$ cat src/rtl/div_repsub.sv
// div_repsub: unsigned divider using repeated subtraction.
//
// Operation: start in IDLE launches a load sequence. The dividend is taken from data_in
// in the LDA cycle and the divisor in the LDB cycle. SUB then subtracts the divisor
// once per clock until the remainder is smaller than the divisor, or until the quotient
// reaches its maximum value. DONE holds the results while start stays high.
//
// Build option: DIVZ_DETECT_EN. When defined, a zero divisor goes straight from LDB to
// DONE with err=1, quotient all ones, and the remainder equal to the dividend. When it
// is undefined, err is tied to 0 and a zero divisor runs SUB until the quotient
// saturates.
//
// Ports:
//   clk        - clock, rising edge
//   rst        - synchronous active-high reset
//   start      - operation request, sampled in IDLE and DONE
//   data_in    - dividend (LDA cycle), then divisor (LDB cycle)
//   quotient   - registered quotient
//   remainder  - registered running/final remainder
//   done       - high only in DONE
//   busy       - high in LDA, LDB and SUB
//   err        - divide-by-zero flag, valid while done is high
module div_repsub #(
  parameter int unsigned WIDTH = 16
) (
  input  logic             clk,
  input  logic             rst,
  input  logic             start,
  input  logic [WIDTH-1:0] data_in,
  output logic [WIDTH-1:0] quotient,
  output logic [WIDTH-1:0] remainder,
  output logic             done,
  output logic             busy,
  output logic             err
);

  localparam logic [WIDTH-1:0] QMax = '1;

  typedef enum logic [2:0] {StIdle, StLda, StLdb, StSub, StDone} state_e;

  state_e           r_state, w_state_nxt;
  logic [WIDTH-1:0] r_quot, w_quot_nxt;
  logic [WIDTH-1:0] r_rem, w_rem_nxt;
  logic [WIDTH-1:0] r_div, w_div_nxt;
  logic             w_can_sub;

  // A saturated quotient also ends SUB, so a zero divisor cannot loop forever.
  assign w_can_sub = (r_rem >= r_div) && (r_quot != QMax);

`ifdef DIVZ_DETECT_EN
  logic r_err, w_err_nxt;
`endif

  always_comb begin
    w_state_nxt = r_state;
    w_quot_nxt  = r_quot;
    w_rem_nxt   = r_rem;
    w_div_nxt   = r_div;
`ifdef DIVZ_DETECT_EN
    w_err_nxt   = r_err;
`endif
    case (r_state)
      StIdle: begin
        if (start) w_state_nxt = StLda;
      end
      StLda: begin
        w_rem_nxt   = data_in;
        w_state_nxt = StLdb;
      end
      StLdb: begin
        w_div_nxt   = data_in;
        w_quot_nxt  = '0;
        w_state_nxt = StSub;
`ifdef DIVZ_DETECT_EN
        w_err_nxt   = 1'b0;
        if (data_in == '0) begin
          w_quot_nxt  = QMax;
          w_err_nxt   = 1'b1;
          w_state_nxt = StDone;
        end
`endif
      end
      StSub: begin
        if (w_can_sub) begin
          w_rem_nxt  = r_rem - r_div;
          w_quot_nxt = r_quot + WIDTH'(1);
        end else begin
          w_state_nxt = StDone;
        end
      end
      StDone: begin
        if (!start) w_state_nxt = StIdle;
      end
      default: w_state_nxt = StIdle;
    endcase
  end

  always_ff @(posedge clk) begin
    if (rst) begin
      r_state <= StIdle;
      r_quot  <= '0;
      r_rem   <= '0;
      r_div   <= '0;
`ifdef DIVZ_DETECT_EN
      r_err   <= 1'b0;
`endif
    end else begin
      r_state <= w_state_nxt;
      r_quot  <= w_quot_nxt;
      r_rem   <= w_rem_nxt;
      r_div   <= w_div_nxt;
`ifdef DIVZ_DETECT_EN
      r_err   <= w_err_nxt;
`endif
    end
  end

  // Moore outputs decoded from registers only.
  assign quotient  = r_quot;
  assign remainder = r_rem;
  assign done      = (r_state == StDone);
  assign busy      = (r_state == StLda) || (r_state == StLdb) || (r_state == StSub);
`ifdef DIVZ_DETECT_EN
  assign err       = r_err;
`else
  assign err       = 1'b0;
`endif

endmodule

$ cat config.mk
export PLATFORM = sky130hd
export DESIGN_NAME = div_repsub
export DESIGN_NICKNAME = d
export VERILOG_FILES = /design/src/rtl/div_repsub.sv
export SDC_FILE = /design/constraint.sdc
export NUM_CORES = 1
export LEC_CHECK = 0
export CORE_ASPECT_RATIO = 0.7
export CORE_MARGIN = 8
export CORE_UTILIZATION = 54
export DETAILED_ROUTE_END_ITERATION = 10
export PLACE_DENSITY = 0.81
export SYNTH_ARGS = -nofsm -noshare
export SYNTH_HDL_FRONTEND = slang
export SYNTH_SLANG_ARGS = --single-unit
$ cat constraint.sdc
create_clock -name clk -period 2.69 [get_ports clk]
set_input_delay 0.269 -clock clk [delete_from_list [all_inputs] [get_ports clk]]
set_output_delay 0.269 -clock clk [all_outputs]
set_load 0.005 [all_outputs]
# Word level (Yosys, flattened, before mapping)
# Index checks and enable logic that the tools add are counted.
# Widths: inputs -> output; s select.
[classes] n_reduce_logical=9 add_sub_neg=2 n_lt_le_gt_ge=1 eq_ne=9 n_mux=8
[ops] op="$pmux 16 s2" n=2
[ops] op="$mux 16" n=2
[ops] op="$add 16x1->16 const B" n=1
[ops] op="$ge 16x16->1" n=1
[ops] op="$ne 16x16->1 const B" n=1
[ops] op="$sub 16x16->16" n=1
[ops] op="$pmux 3 s5" n=1
[ops] op="$mux 3" n=3
[ops] op="$ne 2x2->1 const B" n=4
[ops] op="$eq 3x2->1 const B" n=2
[ops] op="$reduce_and 2->1" n=2
[ops] op="$reduce_bool 2->1" n=2
[ops] op="$eq 3x1->1 const B" n=1
[ops] op="$eq 3x3->1 const B" n=1
[ops] op="$logic_not 3->1" n=1
[ops] op="$reduce_and 3->1" n=1
[ops] op="$logic_or 1x1->1" n=2
[ops] op="$logic_and 1x1->1" n=1
[totals] output_inout_bits=35 ff_bits=51 in_bits=19 wordCells=33

# Depth between registers and ports, before layout
# Gate-level depths: netlist of run 1.
[logic_depth] ltp_word=4 mapped_depth=11 depth_no_buf=9

# Worst setup path before layout of run 1
# Ideal clock, no wire load.
[synth_timing] kind="reg-to-reg" startpoint="reg r_rem[0], in the netlist remainder[0]" endpoint="reg r_rem[10], in the netlist remainder[10]" path_slack_ns=0.311 t_arrival_ns=2.308 path_buffers=1 stages_incl_launch_ff=11 synth_period_minus_slack_ns=2.379 setup_ns=0.070 required_time_ns=2.620 path_cell_list="dfxtp_1 > inv_1 > ha_1 > fa_1 > nand2b_1 > a21oi_1 > o21ai_2 > a21o_1 > buf_6 > a221o_1 > a21oi_1"
[synth_between] elab_chain_cells=4 word_cells_on_any_way=7 classes_between="add/sub (1); order compare (1); eq/ne (1); mux (2); reduce/logical (2)"
[synth_lines] item="from (decl)" line_no="43" source="logic [WIDTH-1:0] r_rem, w_rem_nxt;"
[synth_lines] item="from (signal assigned)" line_no="110" source="r_rem <= w_rem_nxt;"
[synth_lines] item="$ge 16x16->1" line_no="48" source="assign w_can_sub = (r_rem >= r_div) && (r_quot != QMax);"
[synth_lines] item="$logic_and 1x1->1" line_no="48"
[synth_lines] item="$ne 2x2->1 (no source line)"
[synth_lines] item="$reduce_and 2->1 (no source line)"
# Parallel ways exist; a longest one is shown, timed or not. The select of a mux whose other input is x is not followed.
# A chain may end at the register's enable or synchronous reset.

# Worst setup path in the final report of run 1
[layout_timing] startpoint="reg r_rem[0], in the netlist remainder[0]" endpoint="reg r_quot[9], in the netlist quotient[9]"
[layout_between] elab_chain_cells=4
[layout_lines] item="$ge 16x16->1" line_no="48"
[layout_lines] item="$logic_and 1x1->1" line_no="48"
[layout_lines] item="$ne 2x2->1 (no source line)"
[layout_lines] item="$reduce_and 2->1 (no source line)"
[layout_lines] item="to (signal assigned)" line_no="109" source="r_quot <= w_quot_nxt;"
[layout_lines] item="to (decl)" line_no="42" source="logic [WIDTH-1:0] r_quot, w_quot_nxt;"
# No other way between the ends.

==> summary.txt, run 1 <==
Status
  • Status: complete, no violations

Timing
  • Final setup viols: 0
  • Crit path time final: 2.494 ns
  • RSZ-0062 raised after global routing: false
  • Max-slew headroom: 56.29%
  • Final Hold Vio Count: 0
  • Setup TNS: 0 ns
  • Maximum clock rate: 0.4009 GHz
  • Final-report max-slew violation count: 0
  • Actual slew at the worst max-slew pin: 0.6556 ns
  • Worst Skew: 0.01578 ns
  • Final WS setup: 0.1958 ns
  • Part of the cycle the worst path needs: 92.72%

Clocking
  • Clock Sinks: 51
  • Clock Pin Slew Worst Setup and Hold Paths: 0.11 ns
  • CTS Hold Bufs: 0
  • Num CTS Buffers: 5
  • CTS tree: yes
  • Skew-Pair Late Insertion Delay: 0.32 ns
  • CTS H-tree depth: 2
  • CTS root buffer: clkbuf_8
  • CTS max path bufs: 2

Power and ir drop
  • Int Power: 1540 uW
  • IR drop worst, VDD: 0.0003938 V
  • Power density over the cells: 613.5 nW/um^2
  • Switching power: 879.8 uW
  • Sequential share of power: 35.2%
  • LEAKAGE: 0.001415 uW
  • Gate power share: 41.3%
  • Sw Share: 36.35%
  • Clock share of power: 23.5%

Setup path
  • Worst Reg2Reg Path Length in Cells: 10
  • Max FO, Critical Path: 23
  • Critical Path AT: 2.72 ns
  • CP required: 2.92 ns
  • R2R setup slack: 0.20 ns
  • CP Capture Type: flip-flop
  • Critical path origin: remainder[0]
  • Startpoint Class: flip-flop
  • Critical path class: flip-flop to flip-flop
  • RR Startpoint: remainder[0]

Routing
  • 1st-iter DRT viols: 252
  • TritonRoute pass-1 iters: 5
  • Vias: 3364
  • Drt drc: 0
  • Detail Route Antenna Nets: 0
  • Per-cell routed wire length: 17.04 um
  • Total Routed Length: 9.302 mm
  • Vias/cell: 6.161

Logic synthesis
  • Yosys top cell area share: 31.20%
  • Post-synthesis cell count: 428
  • Top_reg_cell synth: dfxtp_1
  • Yosys warning total: 0
  • Synth area leader: dfxtp_1
  • Register area share after synthesis: 31.20%
  • Post-synth EDFFs: 0
  • Cell Area, Synth: 3272 um^2
  • Most frequent cell after synthesis: nand2_1
  • Area contributors post-synth: dfxtp_1, a21oi_1, nand2_1, ha_1, a311oi_1
  • Synth unique cells: 62
  • Syn nets: 465
  • Post-synthesis register bit count: 51
  • Top post-synthesis cells by count: nand2_1, a21oi_1, dfxtp_1
  • Mean Syn Cell Area: 7.645 um^2
  • FFs w/ async S/R, synth: 0%

Global routing
  • Vias in the first global route: 3047
  • Global-route wire length before repair: 15.10 mm
  • All-Layer GR Usage: 20.95%
  • Initial antenna violation count: 0
  • Largest net degree at the start of global routing: 32
  • Total gr overflow: 0

Run
  • Maxcap violations: 0

Min path
  • Hold depth: 2
  • HP Start: r_div[9]
  • Hold Crit Class: flip-flop to flip-flop

Place
  • Placed Area: 3824 um^2
  • Final GP Congestion: 0.9445
  • Buffers on Ports: 52
  • Place WS: 0.1880 ns
  • Detailed placement HPWL: 6.675 mm

Final layout
  • Footprint of the multi-input gates: 2023 um^2
  • Share of cells above drive strength 1: 6.794%
  • Final Util: 68.20%
  • Final instance area: 3945 um^2
  • Antenna diode count: 0
  • Reg area: 1021 um^2
  • Area delta synth->final: 20.57%
  • Final net count: 507
  • Fillers: 493

Floorplanning
  • Row count: 23
  • Core area: 5784 um^2
  • Area of the die: 8845 um^2
  • I/O Pins: 54
  • Die Width: 109.0 um
  • Starting Density: 56.56%
  • Die Ht: 81.13 um
-- area by class of cell --
type / count / area share, %
Clock buffer: 6 / 2.093
Inverter: 24 / 2.284
Multi-Input combinational cell: 326 / 51.28
Clock inverter: 2 / 0.8880
Timing Repair Buffer: 62 / 15.19
Sequential cell: 51 / 25.88
Tap cell: 75 / 2.379
-- routing by layer --
layer / global-route usage [%] / up-vias / part of all wire, % / wire [um]
li1: - / 1649 / - / -
met3: 5.613 / 8 / 9.5 / 882
met2: 31.34 / 167 / 42 / 3934
met1: 29.06 / 1540 / 47 / 4415
met4: 5.442 / 0 / 0.75 / 70
met5: 0 / - / 0 / 0
-- final timing paths --
path / end
min reg2reg: r_div[9]
max reg2reg: quotient[9]
max: quotient[9]
min: r_div[9]
-- kinds of logic after synthesis --
group / share of synthesized area (%)
AND/OR/NAND/NOR: 23.90
AO/OA/AOI/OAI: 29.33
multiplexers: 0.3059
other: 0.1146
flip-flops: 31.20
buffers and inverters: 6.959
XOR/XNOR: 1.071
adder cells (fa/ha/maj): 7.113
-- metrics by stage --
step	hold slack [ns]	total power (uW)	instances
floorplan	0.4050	1569	428
detailed placement	0.4506	1837	538
CTS	0.4641	2404	546
global route	0.4801	2553	546
finish	0.4601	2420	546
global placement	0.4415	1811	538
-- layout by cell type, fill, tap and decap left out, types with 3 or more instances in the layout --
cell type	instances
a311oi_1	15
o21a_1	3
clkdlybuf4s50_1	52
nand4_1	4
a21oi_1	53
nor3_1	19
o21ai_0	23
inv_1	23
nor2_1	13
nand2_1	69
o211ai_1	4
and2_1	3
and4_1	3
a31oi_1	5
nand2b_1	4
o221ai_1	3
buf_4	9
clkbuf_8	6
ha_1	17
nand3_1	18
a21o_1	7
nand3b_1	4
dfxtp_1	51
and3_1	7
o31ai_1	4
-- sequential cells by signal (all words and copies together), names as in the netlist --
| name | flops |
|---|---|
| quotient | 16 |
| r_div | 16 |
| remainder | 16 |
| r_state | 3 |
-- repair_timing --
action	in CTS	in global routing
gates resized for setup	0	1
setup endpoints to repair	0	2
buffers inserted	0	0
-- power groups by stage --
| stage | Sequential, uW | Clock, uW | Combinational, uW |
|---|---|---|---|
| after floorplan | 860 | 0 | 709 |
| after global placement | 866 | 0 | 944 |
| after detailed placement | 870 | 0 | 967 |
| after CTS | 852 | 573 | 979 |
| after global routing | 859 | 608 | 1090 |
| final | 853 | 569 | 999 |
-- worst max-delay path: stages, from the launching register on --
cell and delay, ns:
dfxtp_1 0.37, inv_1 0.06, ha_1 0.23, fa_1 0.40, nand2b_1 0.20, a21oi_1 0.22
o21ai_2 0.12, a21oi_4 0.15, buf_6 0.22, a41oi_1 0.15, a311oi_1 0.29
Power figures use the tool's default switching activity.
==> inputs of run 2 (changes only) <==
CORE_ASPECT_RATIO = 0.8   (was 0.7)
CORE_MARGIN = 2   (was 8)
==> run 2 against run 1 <==
Effect of this change:
- total power is 1.7% lower
- setup slack better by 0.019 ns
- critical path depth is 2 lower
- clock power is 7.0% lower
- final cell count is 1.5% higher
- core utilization is 0.59 points lower
- via count is 1.4% higher
- die area is 24% lower
- design area is 0.79% higher
- maximum frequency is 0.76% higher
- highest routed layer unchanged
==> summary.txt, run 2 (same netlist as run 1, synthesis figures left out) <==
Setup path
  • Critical Path Sink: quotient[10]
  • Critical Path AT: 2.69 ns (-0.03 ns)
  • Reg-to-Reg End: quotient[10]
  • Critical path origin: r_div[9]
  • R2R setup slack: 0.21 ns (+0.02 ns)
  • CP required: 2.90 ns (-0.02 ns)
  • Critical path class: flip-flop to flip-flop
  • CP Capture Type: flip-flop
  • Worst Reg2Reg Path Length in Cells: 8 (-2)
  • RR Startpoint: r_div[9]
  • Startpoint Class: flip-flop
  • Max FO, Critical Path: 7 (-70%)

Routing
  • Vias: 3410 (+1.4%)
  • 1st-iter DRT viols: 220 (-13%)
  • Per-cell routed wire length: 15.98 um (-6.2%)
  • Drt drc: 0 (unchanged)
  • Vias/cell: 6.155 (about the same)
  • TritonRoute pass-1 iters: 6 (+1)
  • Total Routed Length: 8.853 mm (-4.8%)
  • Detail Route Antenna Nets: 0 (unchanged)

Floorplanning
  • Row count: 25 (+8.7%)
  • Area of the die: 6701 um^2 (-24%)
  • Die Ht: 73.62 um (-9.3%)
  • Core area: 5881 um^2 (+1.7%)
  • I/O Pins: 54 (unchanged)
  • Die Width: 91.03 um (-17%)
  • Starting Density: 55.64% (-0.93 points)

Power and ir drop
  • IR drop worst, VDD: 0.0003158 V (-20%)
  • LEAKAGE: 0.001425 uW (+0.69%)
  • Power density over the cells: 598.3 nW/um^2 (-2.5%)

Timing
  • Final-report max-slew violation count: 0 (unchanged)
  • Maximum clock rate: 0.4040 GHz (+0.76%)
  • Final setup viols: 0 (unchanged)
  • Setup TNS: 0 ns (unchanged)
  • Actual slew at the worst max-slew pin: 0.7555 ns (+0.09982 ns)
  • Part of the cycle the worst path needs: 92.03% (-0.70 points)
  • Max-slew headroom: 49.42% (-6.9 points)
  • Worst Skew: 0.005070 ns (-0.01071 ns)
  • Crit path time final: 2.475 ns (-0.01875 ns)
  • RSZ-0062 raised after global routing: false
  • Final Hold Vio Count: 0 (unchanged)

Place
  • Detailed placement HPWL: 6.091 mm (-8.8%)
  • Final GP Congestion: 0.9885 (+4.7%)
  • Buffers on Ports: 52 (unchanged)
  • Dpl cells: 546 (+1.5%)

Final layout
  • Final net count: 510 (+0.59%)
  • Fillers: 522 (+5.9%)
  • Area delta synth->final: 21.53%
  • Non-filler cells, final: 554 (+1.5%)
  • Share of cells above drive strength 1: 7.400% (+0.61 points)
  • Most common cell after layout, fill and taps aside: nand2_1
  • Antenna diode count: 0 (unchanged)
  • Most frequent cells in the layout: nand2_1, a21oi_1, clkdlybuf4s50_1

Clocking
  • Num CTS Buffers: 5 (unchanged)
  • CTS H-tree depth: 2 (unchanged)
  • Clock Pin Slew Worst Setup and Hold Paths: 0.09 ns (-0.02 ns)
  • Clock Sinks: 51 (unchanged)
  • CTS root buffer: clkbuf_8
  • CTS max path bufs: 2 (unchanged)
  • CTS tree: yes
  • Skew-Pair Late Insertion Delay: 0.30 ns (-0.02 ns)

Global routing
  • Initial antenna violation count: 0 (unchanged)
  • Global-route wire length before repair: 14.98 mm (-0.78%)
  • Total gr overflow: 0 (unchanged)
  • All-Layer GR Usage: 27.42% (+6.5 points)
  • Vias in the first global route: 3142 (+3.1%)
  • Largest net degree at the start of global routing: 49 (+53%)

Status
  • Status: complete, no violations

Min path
  • Hold depth: 2 (unchanged)
  • Hold Crit Class: flip-flop to flip-flop

Run
  • Maxcap violations: 0 (unchanged)
## run 2: what timing repair did
| action | in CTS | in global routing |
|---|---|---|
| setup endpoints to repair | 0 | 5 |
| resized for setup | 0 | 1 |
| hold buffers | 0 | 0 |
| buffers inserted | 0 | 1 |
| endpoints found under the hold margin | 0 | 0 |
## run 2: cell type report
| class | count | area [um^2] | share of cell area (%) |
|---|---|---|---|
| well taps | 81 | 101.3 | 2.549 |
| multi-input cells | 326 | 2027 | 50.98 |
| clock inverters | 2 | 37.54 | 0.9440 |
| flip-flops and latches | 51 | 1021 | 25.68 |
| clock buffers | 5 | 68.82 | 1.731 |
| repair buffers | 65 | 630.6 | 15.86 |
| inverters | 24 | 90.09 | 2.266 |
## run 2: worst min-delay path by stage
stage / endpoint / from / slack, ns
floorplan: r_div[10] / data_in[10] / 0.40
global placement: r_div[13] / r_div[13] / 0.44
global route: r_div[3] / r_div[3] / 0.49
CTS: r_div[2] / r_div[2] / 0.46
finish: r_div[2] / r_div[2] / 0.46
detailed placement: r_div[2] / r_div[2] / 0.45
## run 2: power breakdown
part | internal, uW | switching (uW)
clock network | 272 | 257
registers | 807 | 45.0
logic | 439 | 559
## run 2: worst max-delay path, stage by stage, from the launching register on
cell and delay [ns]:
dfxtp_1 0.34, inv_1 0.05, ha_1 0.33, a21oi_1 0.28, o211ai_1 0.22, a21oi_2 0.26
a21o_1 0.31, nand2_1 0.24, a311oi_1 0.35
## run 2: per-layer routing
| layer | wire length, um | up-vias | track usage, % |
|---|---|---|---|
| met5 | 0 | - | 0 |
| met4 | 202 | 0 | 9.091 |
| met3 | 624 | 26 | 4.513 |
| met2 | 3801 | 149 | 42.22 |
| met1 | 4225 | 1576 | 39.38 |
| li1 | - | 1659 | - |
## run 2: through the flow
stage	util, %	setup slack, ns	power [uW]	cell area (um^2)	hold WS, ns
CTS	67.43	0.1793	2365	3965	0.4632
floorplan	-	0.3113	1569	3272	0.4050
global route	67.62	0.02551	2530	3976	0.4919
detailed placement	65.62	0.1982	1833	3859	0.4505
global placement	65.62	0.2844	1811	3859	0.4427
finish	67.62	0.2145	2379	3976	0.4583
==> inputs of run 3 (changes only) <==
SKIP_LAST_GASP = 1   (was unset)
==> results of run 3 <==
Final layout, timing and power as in run 2 (identical DEF).
